### src/rtl/seq_comp.sv
// Multi-cycle magnitude comparator: compares two WIDTH-bit operands CHUNK bits
// per cycle, most-significant chunk first, exiting at the first differing chunk.
module seq_comp #(
   parameter int WIDTH = 16,
   parameter int CHUNK = 4
) (
   input  logic             clk_i,
   input  logic             rst_i,
   input  logic             valid_i,
   output logic             ready_o,
   input  logic [WIDTH-1:0] operand_a_i,
   input  logic [WIDTH-1:0] operand_b_i,
   input  logic             signed_i,
   output logic             valid_o,
   input  logic             ready_i,
   output logic             less_o,
   output logic             equal_o
);

   localparam int N  = WIDTH / CHUNK;
   localparam int KW = (N > 1) ? $clog2(N) : 1;

   typedef enum logic [1:0] {
      IDLE = 2'd0,
      CMP  = 2'd1,
      DONE = 2'd2
   } state_t;

   state_t            state_reg, state_next;
   logic [WIDTH-1:0]  a_reg, a_next;
   logic [WIDTH-1:0]  b_reg, b_next;
   logic [KW-1:0]     k_reg, k_next;
   logic              less_reg, less_next;
   logic              equal_reg, equal_next;

   // Chunk 0 is the most-significant slice of each operand.
   logic [CHUNK-1:0]  a_chunk [N];
   logic [CHUNK-1:0]  b_chunk [N];

   genvar gi;
   generate
      for (gi = 0; gi < N; gi++) begin : g_chunk
         assign a_chunk[gi] = a_reg[WIDTH-1-gi*CHUNK -: CHUNK];
         assign b_chunk[gi] = b_reg[WIDTH-1-gi*CHUNK -: CHUNK];
      end
   endgenerate

   logic [CHUNK:0]    diff;
   logic              borrow;
   logic              diff_zero;
   logic              last_chunk;

   assign diff       = {1'b0, a_chunk[k_reg]} - {1'b0, b_chunk[k_reg]};
   assign borrow     = diff[CHUNK];
   assign diff_zero  = (diff[CHUNK-1:0] == '0);
   assign last_chunk = (k_reg == KW'(N - 1));

   // Flipping the MSB of both operands maps two's-complement order onto unsigned order.
   logic [WIDTH-1:0]  bias;
   assign bias = {signed_i, {(WIDTH-1){1'b0}}};

   always_comb begin
      state_next = state_reg;
      a_next     = a_reg;
      b_next     = b_reg;
      k_next     = k_reg;
      less_next  = less_reg;
      equal_next = equal_reg;
      unique case (state_reg)
         IDLE: begin
            if (valid_i) begin
               a_next     = operand_a_i ^ bias;
               b_next     = operand_b_i ^ bias;
               k_next     = '0;
               state_next = CMP;
            end
         end
         CMP: begin
            if (borrow) begin
               less_next  = 1'b1;
               equal_next = 1'b0;
               state_next = DONE;
            end else if (!diff_zero) begin
               less_next  = 1'b0;
               equal_next = 1'b0;
               state_next = DONE;
            end else if (last_chunk) begin
               less_next  = 1'b0;
               equal_next = 1'b1;
               state_next = DONE;
            end else begin
               k_next = k_reg + KW'(1);
            end
         end
         DONE: begin
            if (ready_i) begin
               less_next  = 1'b0;
               equal_next = 1'b0;
               state_next = IDLE;
            end
         end
         default: begin
            less_next  = 1'b0;
            equal_next = 1'b0;
            state_next = IDLE;
         end
      endcase
   end

   always_ff @(posedge clk_i or posedge rst_i) begin
      if (rst_i) begin
         state_reg <= IDLE;
         a_reg     <= '0;
         b_reg     <= '0;
         k_reg     <= '0;
         less_reg  <= 1'b0;
         equal_reg <= 1'b0;
      end else begin
         state_reg <= state_next;
         a_reg     <= a_next;
         b_reg     <= b_next;
         k_reg     <= k_next;
         less_reg  <= less_next;
         equal_reg <= equal_next;
      end
   end

   assign ready_o = (state_reg == IDLE);
   assign valid_o = (state_reg == DONE);
   assign less_o  = less_reg;
   assign equal_o = equal_reg;

endmodule

### config.mk
export PLATFORM = sky130hd
export DESIGN_NAME = seq_comp
export DESIGN_NICKNAME = d
export VERILOG_FILES = /design/src/rtl/seq_comp.sv
export SDC_FILE = /design/constraint.sdc
export NUM_CORES = 1
export LEC_CHECK = 0
export ABC_AREA = 1
export BUFFER_PORTS_ARGS = -buffer_cell sky130_fd_sc_hd__buf_2
export CAP_MARGIN = 40
export CORE_ASPECT_RATIO = 0.7
export CORE_MARGIN = 3
export CORE_UTILIZATION = 33
export DETAILED_ROUTE_END_ITERATION = 10
export RECOVER_POWER = 25
export SLEW_MARGIN = 20
export SYNTH_ARGS = -nofsm -noshare
export SYNTH_HDL_FRONTEND = slang
export SYNTH_SLANG_ARGS = --single-unit
### constraint.sdc
create_clock -name clk_i -period 3.14 [get_ports clk_i]
set_input_delay 0.157 -clock clk_i [delete_from_list [all_inputs] [get_ports clk_i]]
set_output_delay 0.157 -clock clk_i [all_outputs]
set_load 0.005 [all_outputs]
### Word-level counts from Yosys, hierarchy flattened

Index checks and enable logic that the tools add are counted.

| storage, ports and cells | value |
|---|---|
| register bits after elaboration | 38 |
| bits in latches | 0 |
| memory bits (writable) | 0 |
| bits in read-only memories | 0 |
| input bits | 37 |
| output and inout port bits | 4 |
| word-level logic and storage cells | 55 |
| memories kept | 0 |

| operators by class | value |
|---|---|
| add/subtract/negate cells | 2 |
| multipliers | 0 |
| divide/modulo/power cells | 0 |
| $lt $le $gt $ge | 1 |
| eq/ne operators | 9 |
| shift operators | 0 |
| muxes and demuxes | 26 |
| bitwise operators | 4 |
| reduce and logical (&&, ||, !) cells | 7 |

Operator list:

| kind | count |
|---|---|
| XOR 16 bit | 2 |
| two-way mux 2 bit | 9 |
| binary-select mux 4 bit (select 2 bit) | 2 |
| two-way mux 4 bit | 4 |
| != test 2 bit (second input constant) | 4 |
| two-way mux 1 bit | 7 |
| one-hot mux 1 bit (3 select lines) | 2 |
| one-hot mux 2 bit (3 select lines) | 1 |
| AND reduction 3 bit | 2 |
| AND reduction 5 bit | 1 |
| subtractor 4 x 4 -> 5 bit | 1 |
| equality test 2 bit (second input constant) | 2 |
| zero test 4 bit | 1 |
| != test 4 bit (second input constant) | 1 |
| one-hot mux 2 bit (2 select lines) | 1 |
| greater-or-equal comparator 3 bit (second input constant) | 1 |
| NOT 2 -> 3 bit | 1 |
| adder 2 x 1 -> 2 bit (second input constant) | 1 |
| equality test 2 x 1 -> 1 bit (second input constant) | 1 |
| zero test 2 bit | 1 |
| != test 2 x 1 -> 1 bit (second input constant) | 1 |
| AND reduction 2 bit | 1 |
| nonzero test 2 bit | 1 |
| NOT 1 bit | 1 |

### Depth between registers and ports, before layout

Gate-level depths: netlist of run 1.

| depth | value |
|---|---|
| word-level depth | 9 |
| mapped depth | 17 |
| mapped depth without buffers | 16 |

### Worst setup path after synthesis of run 1

No wires, ideal clock.

| timing | value |
|---|---|
| kind | register to register |
| start point | reg k_reg[0] |
| end point | reg k_reg[1] |
| library setup time | 121 ps |
| data arrival time | 2199 ps |
| data required time | 3019 ps |
| setup slack | 820 ps |
| stages on the path, launching flop included | 17 |
| buffers on the path | 1 |
| clock period less this slack | 2320 ps |
| cells stage by stage | dfrtp_1 > inv_1 > clkbuf_1 > nor2_1 > nor2_1 > a21oi_1 > ha_1 > inv_1 > fa_1 > inv_1 > nand2_1 > a21oi_2 > nand3_2 > nand2_2 > nand3_2 > nand2_1 > o21ai_1 |

| on the way | value |
|---|---|
| cells in the longest elaborated chain, start to end | 8 |
| elaborated cells on any way between the ends | 19 |
| classes of those cells | add/sub (2); eq/ne (4); mux (10); bitwise (1); reduce/logical (2) |

Ends and longest elaborated chain:

| element | line | text |
|---|---|---|
| start: declaration | 32 | `logic [KW-1:0] k_reg, k_next;` |
| start signal: assignment | 122 | `k_reg <= k_next;` |
| NOT 2 -> 3 bit (not written as such) | 53 | `assign diff = {1'b0, a_chunk[k_reg]} - {1'b0, b_chunk[k_reg]};` |
| binary-select mux 4 bit (select 2 bit) | 53 |  |
| two-way mux 4 bit (not written as such) (2 in a row) | 53 |  |
| subtractor 4 x 4 -> 5 bit | 53 |  |
| zero test 4 bit | 55 | `assign diff_zero = (diff[CHUNK-1:0] == '0);` |
| != test 2 bit (no source line) | -- |  |
| AND reduction 5 bit (no source line) | -- |  |

Several ways; a longest one is shown, not always the timed one. The select of a mux whose other input is x is not followed.
A chain may end at the register's enable or synchronous reset.

### Worst setup path in the final report of run 1

Same ends and word-level chain as after synthesis.

==> results.sh, run 1 <==
export IMPL_clkSinkCount=38
export IMPL_fin_skew_ns=0.00350
export IMPL_ys_seq_area_share_pct=49.0
export IMPL_grt_pass1_vias=1657
export IMPL_fp_dieArea_um2=6850
export IMPL_grt_pass1_wl_um=7720
export IMPL_path_class="flop to flop"
export IMPL_syn_area_per_cell_um2=7.67
export IMPL_cp_depth=14
export IMPL_cp_max_fo=15
export IMPL_layoutNonFillerInstCount=370
export IMPL_rows=22
export IMPL_period_share_pct=83.3
export IMPL_cts_buffer_depth=2
export IMPL_drtAntennaViolNets=0
export IMPL_dieHeight_um=70.2
export IMPL_synth_top_cell_by_area="dfrtp_1"
export IMPL_setup_tns_ns=0
export IMPL_synthesis_area_um2=1940
export IMPL_post_route_min_period_ns=2.62
export IMPL_crit_chain="inv_1 -> o21ai_0 -> o22ai_1 -> ha_1 -> inv_1 -> fa_1 -> inv_1 -> nand2_1 -> a21oi_2 -> nand3_2 -> nand2_2 -> nand3_2 -> nand2_1 -> o21ai_1"
export IMPL_cts_resized=0
export IMPL_final_nets=341
export IMPL_start_util_pct=35.6
export IMPL_setup_viol=0
export IMPL_clock_latency_ns=0.28
export IMPL_yosysWarnings=0
export IMPL_critical_path_slowest_cell="dfrtp_1"
export IMPL_final_layout_size_suffix_gt1_share_pct=20.1
export IMPL_min_from="operand_a_i[8]"
export IMPL_max_cap_violations=0
export IMPL_final_cell_area_um2=2310
export IMPL_grt_usage_pct=13.8
export IMPL_antenna_found_initial=0
export IMPL_clockPowerShare_pct=13.1
export IMPL_postCtsHoldBufs=1
export IMPL_critPathMaxStageDelay_ns=0.52
export IMPL_critPathArrivalTime_ns=2.79
export IMPL_clk_pin_slew_ns=0.07
export IMPL_dr_pass1_iters=4
export IMPL_whs_endpoint="a_chunk[8]$_DFFE_PP0P_"
export IMPL_final_util_pct=42.4
export IMPL_antenna_cells=0
export IMPL_fmax_mhz=382
export IMPL_pin_count=41
export IMPL_r2r_end="k_reg[1]$_DFFE_PP0P_"
export IMPL_cp_required_ns=3.31
export IMPL_comb_power_share_pct=50.0
export IMPL_cts_made_buffers=5
export IMPL_grt_setup_unrepaired="no"
export IMPL_cts_max_level=2
export IMPL_ys_ff_latch=38
export IMPL_cp_num_buf_inv=3
export IMPL_p_int_mw=1.33
export IMPL_coreArea_um2=5450
export IMPL_drv_slew=0
export IMPL_synth_nets=296
export IMPL_synthTopCellsByArea="dfrtp_1, nand2_1, o21ai_0"
export IMPL_reg2reg_from="k_reg[0]$_DFFE_PP0P_"
export IMPL_via_per_inst=4.52
export IMPL_drc=0
export IMPL_synthCells=253
export IMPL_cts_setup_buffers=0
export IMPL_ir_drop_uv=319
export IMPL_hold_depth=3
export IMPL_dpl_instance_area_um2=2240
export IMPL_max_slew_worst_pin_slew_ns=0.825
export IMPL_hold_class="input pin to flop"
export IMPL_crit_path_end_kind="flop"
export IMPL_placed_cells=362
export IMPL_routedWlPerCell_um=11.7
export IMPL_r2r_cells=14
export IMPL_portBuffers=40
export IMPL_switching_share_pct=43.8
export IMPL_leakage_nw=1.26
export IMPL_switching_power_mw=1.04
export IMPL_gp_congestion=0.857
export IMPL_grt_max_degree=33
export IMPL_dp_hpwl_um=3350
export IMPL_synth_distinct_cells=23
export IMPL_area_delta_synth_final_pct=19.1
export IMPL_grt_overflow=0
export IMPL_synth_top_area_share_pct=49.0
export IMPL_seqPwrFrac_pct=36.9
export IMPL_max_slew_margin_pct=45.0
export IMPL_r2r_slack_ns=0.52
export IMPL_die_width_um=97.7
export IMPL_critPathTopFamily="adder cells"
export IMPL_hold_viol_final=0
export IMPL_vias=1671
export IMPL_drt_iter0_markers=75
export IMPL_cts_tree="yes"
export IMPL_power_density_nw_per_um2=1020
export IMPL_start_kind="flop"
export IMPL_drt_total_wl_um=4310
export IMPL_outcome="finished, final reports clean"
export IMPL_crit_top_cell="inv_1"
export IMPL_root_buffer="clkbuf_8"
logic make-up after synthesis:
group,Yosys count,synth area share (%)
adder cells (fa/ha/maj),6,4.26
AND/OR/NAND/NOR,149,31.2
XOR/XNOR,2,0.903
flip-flops,38,49.0
AO/OA/AOI/OAI,30,8.70
buffers and inverters,28,5.93
Yosys cell counts, drive strengths merged:
cell and instances:
nand2 122, dfrtp 38, inv 18, o21ai 18, nor2 17, nand3 9
buf 8, a21oi 6, ha 5, o22ai 4, a32o 2, xnor2 2
clkbuf 1, clkinv 1, fa 1, nand4 1
through the flow:
step / power, mW / worst slack, ns / hold slack (ns)
3_5_place_dp: 2.07 / 0.566 / 0.126
5_1_grt: 2.65 / 0.310 / 0.0667
2_1_floorplan: 1.77 / 0.820 / 0.267
3_3_place_gp: 2.06 / 0.695 / 0.354
4_1_cts: 2.39 / 0.554 / 0.0573
6_report: 2.36 / 0.524 / 0.0641
metal layers:
layer | track usage [%] | wire length (um)
met5 | 0 | 0
met4 | 3.84 | 39
met3 | 4.59 | 279
met2 | 18.1 | 1620
met1 | 21.2 | 2370
how the worst max path moves through the flow:
stage | startpoint | end | slack, ns
2_1_floorplan | k_reg[0]$_DFFE_PP0P_ | k_reg[1]$_DFFE_PP0P_ | 0.82
3_3_place_gp | k_reg[0]$_DFFE_PP0P_ | k_reg[1]$_DFFE_PP0P_ | 0.70
3_5_place_dp | k_reg[0]$_DFFE_PP0P_ | k_reg[0]$_DFFE_PP0P_ | 0.57
4_1_cts | k_reg[0]$_DFFE_PP0P_ | k_reg[1]$_DFFE_PP0P_ | 0.55
5_1_grt | k_reg[0]$_DFFE_PP0P_ | k_reg[0]$_DFFE_PP0P_ | 0.31
6_report | k_reg[0]$_DFFE_PP0P_ | k_reg[1]$_DFFE_PP0P_ | 0.52
worst reg2reg max path, cell delays in order (launching register included):
cell and delay [ns]:
dfrtp_1 0.52, inv_1 0.26, o21ai_0 0.25, o22ai_1 0.11, ha_1 0.19, inv_1 0.10, fa_1 0.41, inv_1 0.06
nand2_1 0.05, a21oi_2 0.11, nand3_2 0.10, nand2_2 0.09, nand3_2 0.11, nand2_1 0.08, o21ai_1 0.07
layout by cell type, fill, tap and decap left out, types with 5 or more instances in the layout:
master | netlist | layout
clkbuf_8 | 0 | 5
dfrtp_1 | 38 | 38
o21ai_0 | 16 | 16
inv_1 | 16 | 16
nor2_1 | 15 | 15
ha_1 | 5 | 5
a21oi_1 | 5 | 5
nand2_1 | 119 | 119
buf_2 | 8 | 40
nand3_1 | 6 | 6
cell type report:
class | instances | area [um2]
multi-input cells | 187 | 875
flip-flops and latches | 38 | 951
well taps | 72 | 90.1
inverters | 19 | 71.3
repair buffers | 47 | 248
fillers | 582 | 3140
clock buffers | 7 | 76.3
power groups by stage:
stage	Clock (mW)	Sequential [mW]	Combinational, mW
finish	0.310	0.871	1.18
detailed placement	0	0.877	1.19
global route	0.343	0.897	1.41
floorplan	0	0.816	0.956
CTS	0.317	0.873	1.20
global placement	0	0.882	1.18
(Power assumes the default switching activity.)
==> inputs of run 2 (changes only) <==
Clock period 3.14 ns to 2.4 ns, I/O delays scaled along.
==> run 2 against run 1 <==
  * Flip-flop and latch count did not move
  * Non-clock buffer count rose by 8
  * Sequential share of layout area fell by 3.2 points
  * Clock-buffer cell count did not move
  * Power rose by 45%
  * Die area did not move
  * Via count rose by 0.78%
  * Highest routed layer unchanged
  * Largest cell class unchanged
==> results.sh, run 2 (synthesized netlist as in run 1, its figures left out) <==
export IMPL_fp_dieArea_um2=6850
export IMPL_final_cell_mix="nand2_1, buf_2, dfrtp_1, inv_1, nor2_1"
export IMPL_power_density_nw_per_um2=1370
export IMPL_min_from="operand_b_i[9]"
export IMPL_critPathArrivalTime_ns=2.51
export IMPL_root_buffer="clkbuf_8"
export IMPL_drt_iter0_markers=75
export IMPL_grt_overflow=0
export IMPL_coreArea_um2=5450
export IMPL_cts_tree="yes"
export IMPL_grt_max_degree=39
export IMPL_whs_endpoint="b_chunk[9]$_DFFE_PP0P_"
export IMPL_setup_tns_ns=0
export IMPL_leakage_nw=1.33
export IMPL_switching_power_mw=1.50
export IMPL_critPathMaxStageDelay_ns=0.47
export IMPL_r2r_slack_ns=0.07
export IMPL_max_slew_worst_pin_slew_ns=0.950
export IMPL_max_cap_violations=0
export IMPL_grt_setup_unrepaired="yes"
export IMPL_fin_skew_ns=0.00986
export IMPL_cp_required_ns=2.58
export IMPL_dpl_instance_area_um2=2240
export IMPL_crit_path_end_kind="flop"
export IMPL_grt_pass1_wl_um=7830
export IMPL_portBuffers=40
export IMPL_routedWlPerCell_um=12.3
export IMPL_dp_hpwl_um=3160
export IMPL_dieHeight_um=70.2
export IMPL_clkSinkCount=38
export IMPL_cts_made_buffers=5
export IMPL_rows=22
export IMPL_fmax_mhz=429
export IMPL_final_common_cell="nand2_1"
export IMPL_vias=1684
export IMPL_setup_viol=0
export IMPL_ir_drop_uv=433
export IMPL_start_util_pct=35.6
export IMPL_via_per_inst=4.44
export IMPL_layoutNonFillerInstCount=379
export IMPL_clock_latency_ns=0.29
export IMPL_drv_slew=0
export IMPL_grt_pass1_vias=1651
export IMPL_start_kind="flop"
export IMPL_seqPwrFrac_pct=33.3
export IMPL_drc=0
export IMPL_drtAntennaViolNets=0
export IMPL_drt_total_wl_um=4670
export IMPL_r2r_end="k_reg[0]$_DFFE_PP0P_"
export IMPL_final_nets=349
export IMPL_die_width_um=97.7
export IMPL_final_layout_size_suffix_gt1_share_pct=28.7
export IMPL_pin_count=41
export IMPL_antenna_cells=0
export IMPL_clockPowerShare_pct=12.9
export IMPL_period_share_pct=97.0
export IMPL_cts_buffer_depth=2
export IMPL_final_util_pct=46.0
export IMPL_dr_pass1_iters=4
export IMPL_path_class="flop to flop"
export IMPL_reg2reg_from="k_reg[0]$_DFFE_PP0P_"
export IMPL_cts_max_level=2
export IMPL_post_route_min_period_ns=2.33
export IMPL_placed_cells=362
export IMPL_hold_class="input pin to flop"
export IMPL_cp_num_buf_inv=3
export IMPL_hold_depth=3
export IMPL_cp_max_fo=5
export IMPL_clk_pin_slew_ns=0.08
export IMPL_switching_share_pct=43.6
export IMPL_max_slew_margin_pct=36.7
export IMPL_grt_usage_pct=14.2
export IMPL_hold_viol_final=0
export IMPL_p_int_mw=1.94
export IMPL_r2r_cells=15
export IMPL_comb_power_share_pct=53.8
export IMPL_antenna_found_initial=0
export IMPL_critPathTopFamily="adder cells"
export IMPL_finalPower_mw=3.43
export IMPL_outcome="finished, final reports clean"
export IMPL_final_cell_area_um2=2510
export IMPL_crit_chain="buf_12 -> o21ai_4 -> nor2_2 -> a21oi_2 -> ha_2 -> inv_2 -> fa_2 -> inv_2 -> nand2_2 -> a21oi_2 -> nand3_2 -> nand2_4 -> nand3_4 -> nand2_1 -> o21ai_1"
export IMPL_gp_congestion=0.846
export IMPL_critical_path_slowest_cell="dfrtp_2"
export IMPL_area_delta_synth_final_pct=29.1
[run 2: changes by cell type in the layout (fill, tap and decap cells not counted), moves of 3 or more]
| cell | previous run | this run |
|---|---|---|
| buf_4 | 4 | 9 |
| clkbuf_1 | 4 | 1 |
| inv_1 | 16 | 13 |
| o21ai_0 | 16 | 12 |
[run 2: area by class of cell]
cell class | count | area [um2]
clock buffers | 7 | 86.3
clock inverters | 1 | 5.00
fillers | 549 | 2940
inverters | 19 | 77.6
multi-input cells | 187 | 931
flip-flops and latches | 38 | 952
well taps | 72 | 90.1
repair buffers | 55 | 364
[run 2: how the worst max path moves through the flow]
stage | start | cells after the start | endpoint | slack (ns)
finish | k_reg[0]$_DFFE_PP0P_ | 15 | k_reg[0]$_DFFE_PP0P_ | 0.07
global placement | k_reg[0]$_DFFE_PP0P_ | 14 | k_reg[0]$_DFFE_PP0P_ | 0.06
detailed placement | k_reg[0]$_DFFE_PP0P_ | 14 | k_reg[1]$_DFFE_PP0P_ | 0.02
global route | k_reg[0]$_DFFE_PP0P_ | 16 | less_o$_DFFE_PP0P_ | -0.09
CTS | k_reg[0]$_DFFE_PP0P_ | 13 | k_reg[1]$_DFFE_PP0P_ | 0.006
floorplan | k_reg[0]$_DFFE_PP0P_ | 16 | k_reg[1]$_DFFE_PP0P_ | 0.08
[run 2: layer usage]
layer	part of all wire, %	GRT usage (%)	up-vias
met5	0	0	-
met4	0.81	3.69	0
met3	6.5	3.59	5
met2	38	18.0	41
met1	55	23.2	742
li1	-	-	896
[run 2: per-stage QoR]
stage          worst slack [ns]  hold WS (ns)
2_1_floorplan            0.0801         0.230
3_3_place_gp             0.0630         0.261
3_5_place_dp             0.0219         0.260
4_1_cts                 0.00554        0.0118
5_1_grt                 -0.0854        0.0236
6_report                 0.0709        0.0191
[run 2: worst min-delay path, cell delays in order]
cell and delay [ns]:
buf_2 0.07, nand2_1 0.04, nand2_1 0.04
[run 2: power by group through the flow]
stage | clock network, mW | registers [mW] | logic [mW]
finish | 0.442 | 1.14 | 1.85
global placement | 0 | 1.13 | 1.57
floorplan | 0 | 1.07 | 1.25
global route | 0.492 | 1.18 | 2.16
detailed placement | 0 | 1.13 | 1.60
CTS | 0.462 | 1.13 | 1.62
[run 2: what timing repair did]
item                                    4_1_cts  5_1_grt
resized for setup                             0       25
hold endpoints to repair                     38        0
endpoints found under the setup margin        0        6
hold buffers                                  1        0
buffers inserted                              0        6
==> inputs of run 3 (changes only) <==
Settings changed: CTS_BUF_LIST from default to sky130_fd_sc_hd__clkbuf_8.
==> run 3 against run 2 <==
  * Sequential power hardly changed
  * Utilization stayed put
  * Clock skew about the same
  * Non-clock buffer count unchanged
  * First-iteration DRC count unchanged
  * Clock-buffer cell count down 1
==> results.sh, run 3 (synthesized netlist as in run 1, its figures left out) <==
export IMPL_hold_class="input pin to flop"
export IMPL_final_util_pct=46.0
export IMPL_grt_usage_pct=14.2
export IMPL_r2r_slack_ns=0.07
export IMPL_grt_pass1_vias=1651
export IMPL_root_buffer="clkbuf_8"
export IMPL_cts_max_level=2
export IMPL_max_slew_worst_pin_slew_ns=0.950
export IMPL_post_route_min_period_ns=2.33
export IMPL_final_nets=349
export IMPL_r2r_cells=15
export IMPL_grt_setup_unrepaired="yes"
export IMPL_drt_total_wl_um=4660
export IMPL_vias=1681
export IMPL_power_density_nw_per_um2=1370
export IMPL_reg2reg_from="k_reg[0]$_DFFE_PP0P_"
export IMPL_antenna_found_initial=0
export IMPL_cp_max_fo=5
export IMPL_drv_slew=0
export IMPL_crit_path_end_kind="flop"
export IMPL_grt_pass1_wl_um=7830
export IMPL_grt_overflow=0
export IMPL_ir_drop_uv=427
export IMPL_portBuffers=40
export IMPL_min_from="operand_b_i[9]"
export IMPL_max_cap_violations=0
export IMPL_postLayoutSetupSlackWorst_ns=0.0706
export IMPL_fmax_mhz=429
export IMPL_dp_slack_ns=0.0219
export IMPL_switching_power_mw=1.49
export IMPL_dieHeight_um=70.2
export IMPL_area_delta_synth_final_pct=29.1
export IMPL_critPathArrivalTime_ns=2.51
export IMPL_hold_depth=3
export IMPL_p_int_mw=1.93
export IMPL_period_share_pct=97.1
export IMPL_pin_count=41
export IMPL_via_per_inst=4.44
export IMPL_cts_made_buffers=5
export IMPL_hold_viol_final=0
export IMPL_switching_share_pct=43.6
export IMPL_cts_buffer_depth=2
export IMPL_dp_hpwl_um=3160
export IMPL_r2r_end="k_reg[0]$_DFFE_PP0P_"
export IMPL_final_layout_size_suffix_gt1_share_pct=28.7
export IMPL_cts_tree="yes"
export IMPL_final_common_cell="nand2_1"
export IMPL_rows=22
export IMPL_fin_skew_ns=0.0104
export IMPL_setup_viol=0
export IMPL_clockPowerShare_pct=12.8
export IMPL_clkSinkCount=38
export IMPL_coreArea_um2=5450
export IMPL_fp_dieArea_um2=6850
export IMPL_path_class="flop to flop"
export IMPL_antenna_cells=0
export IMPL_final_cell_mix="nand2_1, buf_2, dfrtp_1, inv_1, nor2_1"
export IMPL_whs_endpoint="b_chunk[9]$_DFFE_PP0P_"
export IMPL_max_slew_margin_pct=36.7
export IMPL_seqPwrFrac_pct=33.3
export IMPL_clock_latency_ns=0.29
export IMPL_outcome="finished, final reports clean"
export IMPL_layoutNonFillerInstCount=379
export IMPL_gp_congestion=0.846
export IMPL_routedWlPerCell_um=12.3
export IMPL_start_util_pct=35.6
export IMPL_cp_required_ns=2.58
export IMPL_start_kind="flop"
export IMPL_leakage_nw=1.34
export IMPL_drc=0
export IMPL_drtAntennaViolNets=0
export IMPL_placed_cells=362
export IMPL_clk_pin_slew_ns=0.08
export IMPL_grt_max_degree=39
export IMPL_finalPower_mw=3.43
export IMPL_dr_pass1_iters=4
export IMPL_die_width_um=97.7
export IMPL_comb_power_share_pct=53.9
export IMPL_drt_iter0_markers=75
run 3: cell types whose count changed in the layout (fill, tap and decap cells not counted):
| cell | previous run | this run |
|---|---|---|
| clkbuf_1 | 1 | 0 |
| inv_1 | 13 | 14 |
run 3: worst max path at each step:
| stage | start | to | slack [ns] | cells past startpoint |
|---|---|---|---|---|
| 2_1_floorplan | k_reg[0]$_DFFE_PP0P_ | k_reg[1]$_DFFE_PP0P_ | 0.08 | 16 |
| 3_3_place_gp | k_reg[0]$_DFFE_PP0P_ | k_reg[0]$_DFFE_PP0P_ | 0.06 | 14 |
| 3_5_place_dp | k_reg[0]$_DFFE_PP0P_ | k_reg[1]$_DFFE_PP0P_ | 0.02 | 14 |
| 4_1_cts | k_reg[0]$_DFFE_PP0P_ | k_reg[1]$_DFFE_PP0P_ | 0.006 | 13 |
| 5_1_grt | k_reg[0]$_DFFE_PP0P_ | less_o$_DFFE_PP0P_ | -0.09 | 16 |
| 6_report | k_reg[0]$_DFFE_PP0P_ | k_reg[0]$_DFFE_PP0P_ | 0.07 | 15 |
run 3: area by class of cell:
class,instances,area [um2]
Inverter,19,77.6
Multi-Input combinational cell,187,931
Timing Repair Buffer,55,364
Clock buffer,6,82.6
Sequential cell,38,952
Clock inverter,2,8.76
Tap cell,72,90.1
Fill cell,549,2940
run 3: routing by layer:
layer  routed length [um]  global-route usage [%]  vias to the layer above
met5                    0                       0                        -
met4                   38                    3.69                        0
met3                  325                    3.59                        5
met2                 1770                    18.0                       43
met1                 2530                    23.2                      737
li1                     -                       -                      896
run 3: power groups by stage:
stage	sequential [mW]	clock [mW]	combinational, mW
after floorplan	1.07	0	1.25
after global placement	1.13	0	1.57
after detailed placement	1.13	0	1.60
after CTS	1.13	0.458	1.62
after global routing	1.18	0.488	2.16
final	1.14	0.439	1.85
run 3: repair_timing:
item                                   in CTS  in global routing
endpoints found under the hold margin      38                  0
setup buffers                               0                  6
hold buffers                                1                  0
gates resized for setup                     0                 25
setup endpoints to repair                   0                  6
run 3: critical path, cell delays in order, from the launching register on:
cell	delay, ns
dfrtp_2	0.47
buf_12	0.16
o21ai_4	0.12
nor2_2	0.06
a21oi_2	0.10
ha_2	0.18
inv_2	0.04
fa_2	0.41
inv_2	0.06
nand2_2	0.04
a21oi_2	0.12
nand3_2	0.12
nand2_4	0.11
nand3_4	0.09
nand2_1	0.08
o21ai_1	0.06
run 3: per-stage QoR:
| step | setup TNS (ns) | cell area [um2] | hold slack [ns] |
|---|---|---|---|
| after CTS | 0 | 2350 | 0.0115 |
| after global routing | -0.337 | 2510 | 0.0231 |
| after global placement | 0 | 2240 | 0.261 |
| final | 0 | 2510 | 0.0186 |
| after detailed placement | 0 | 2240 | 0.260 |
| after floorplan | 0 | 1940 | 0.230 |
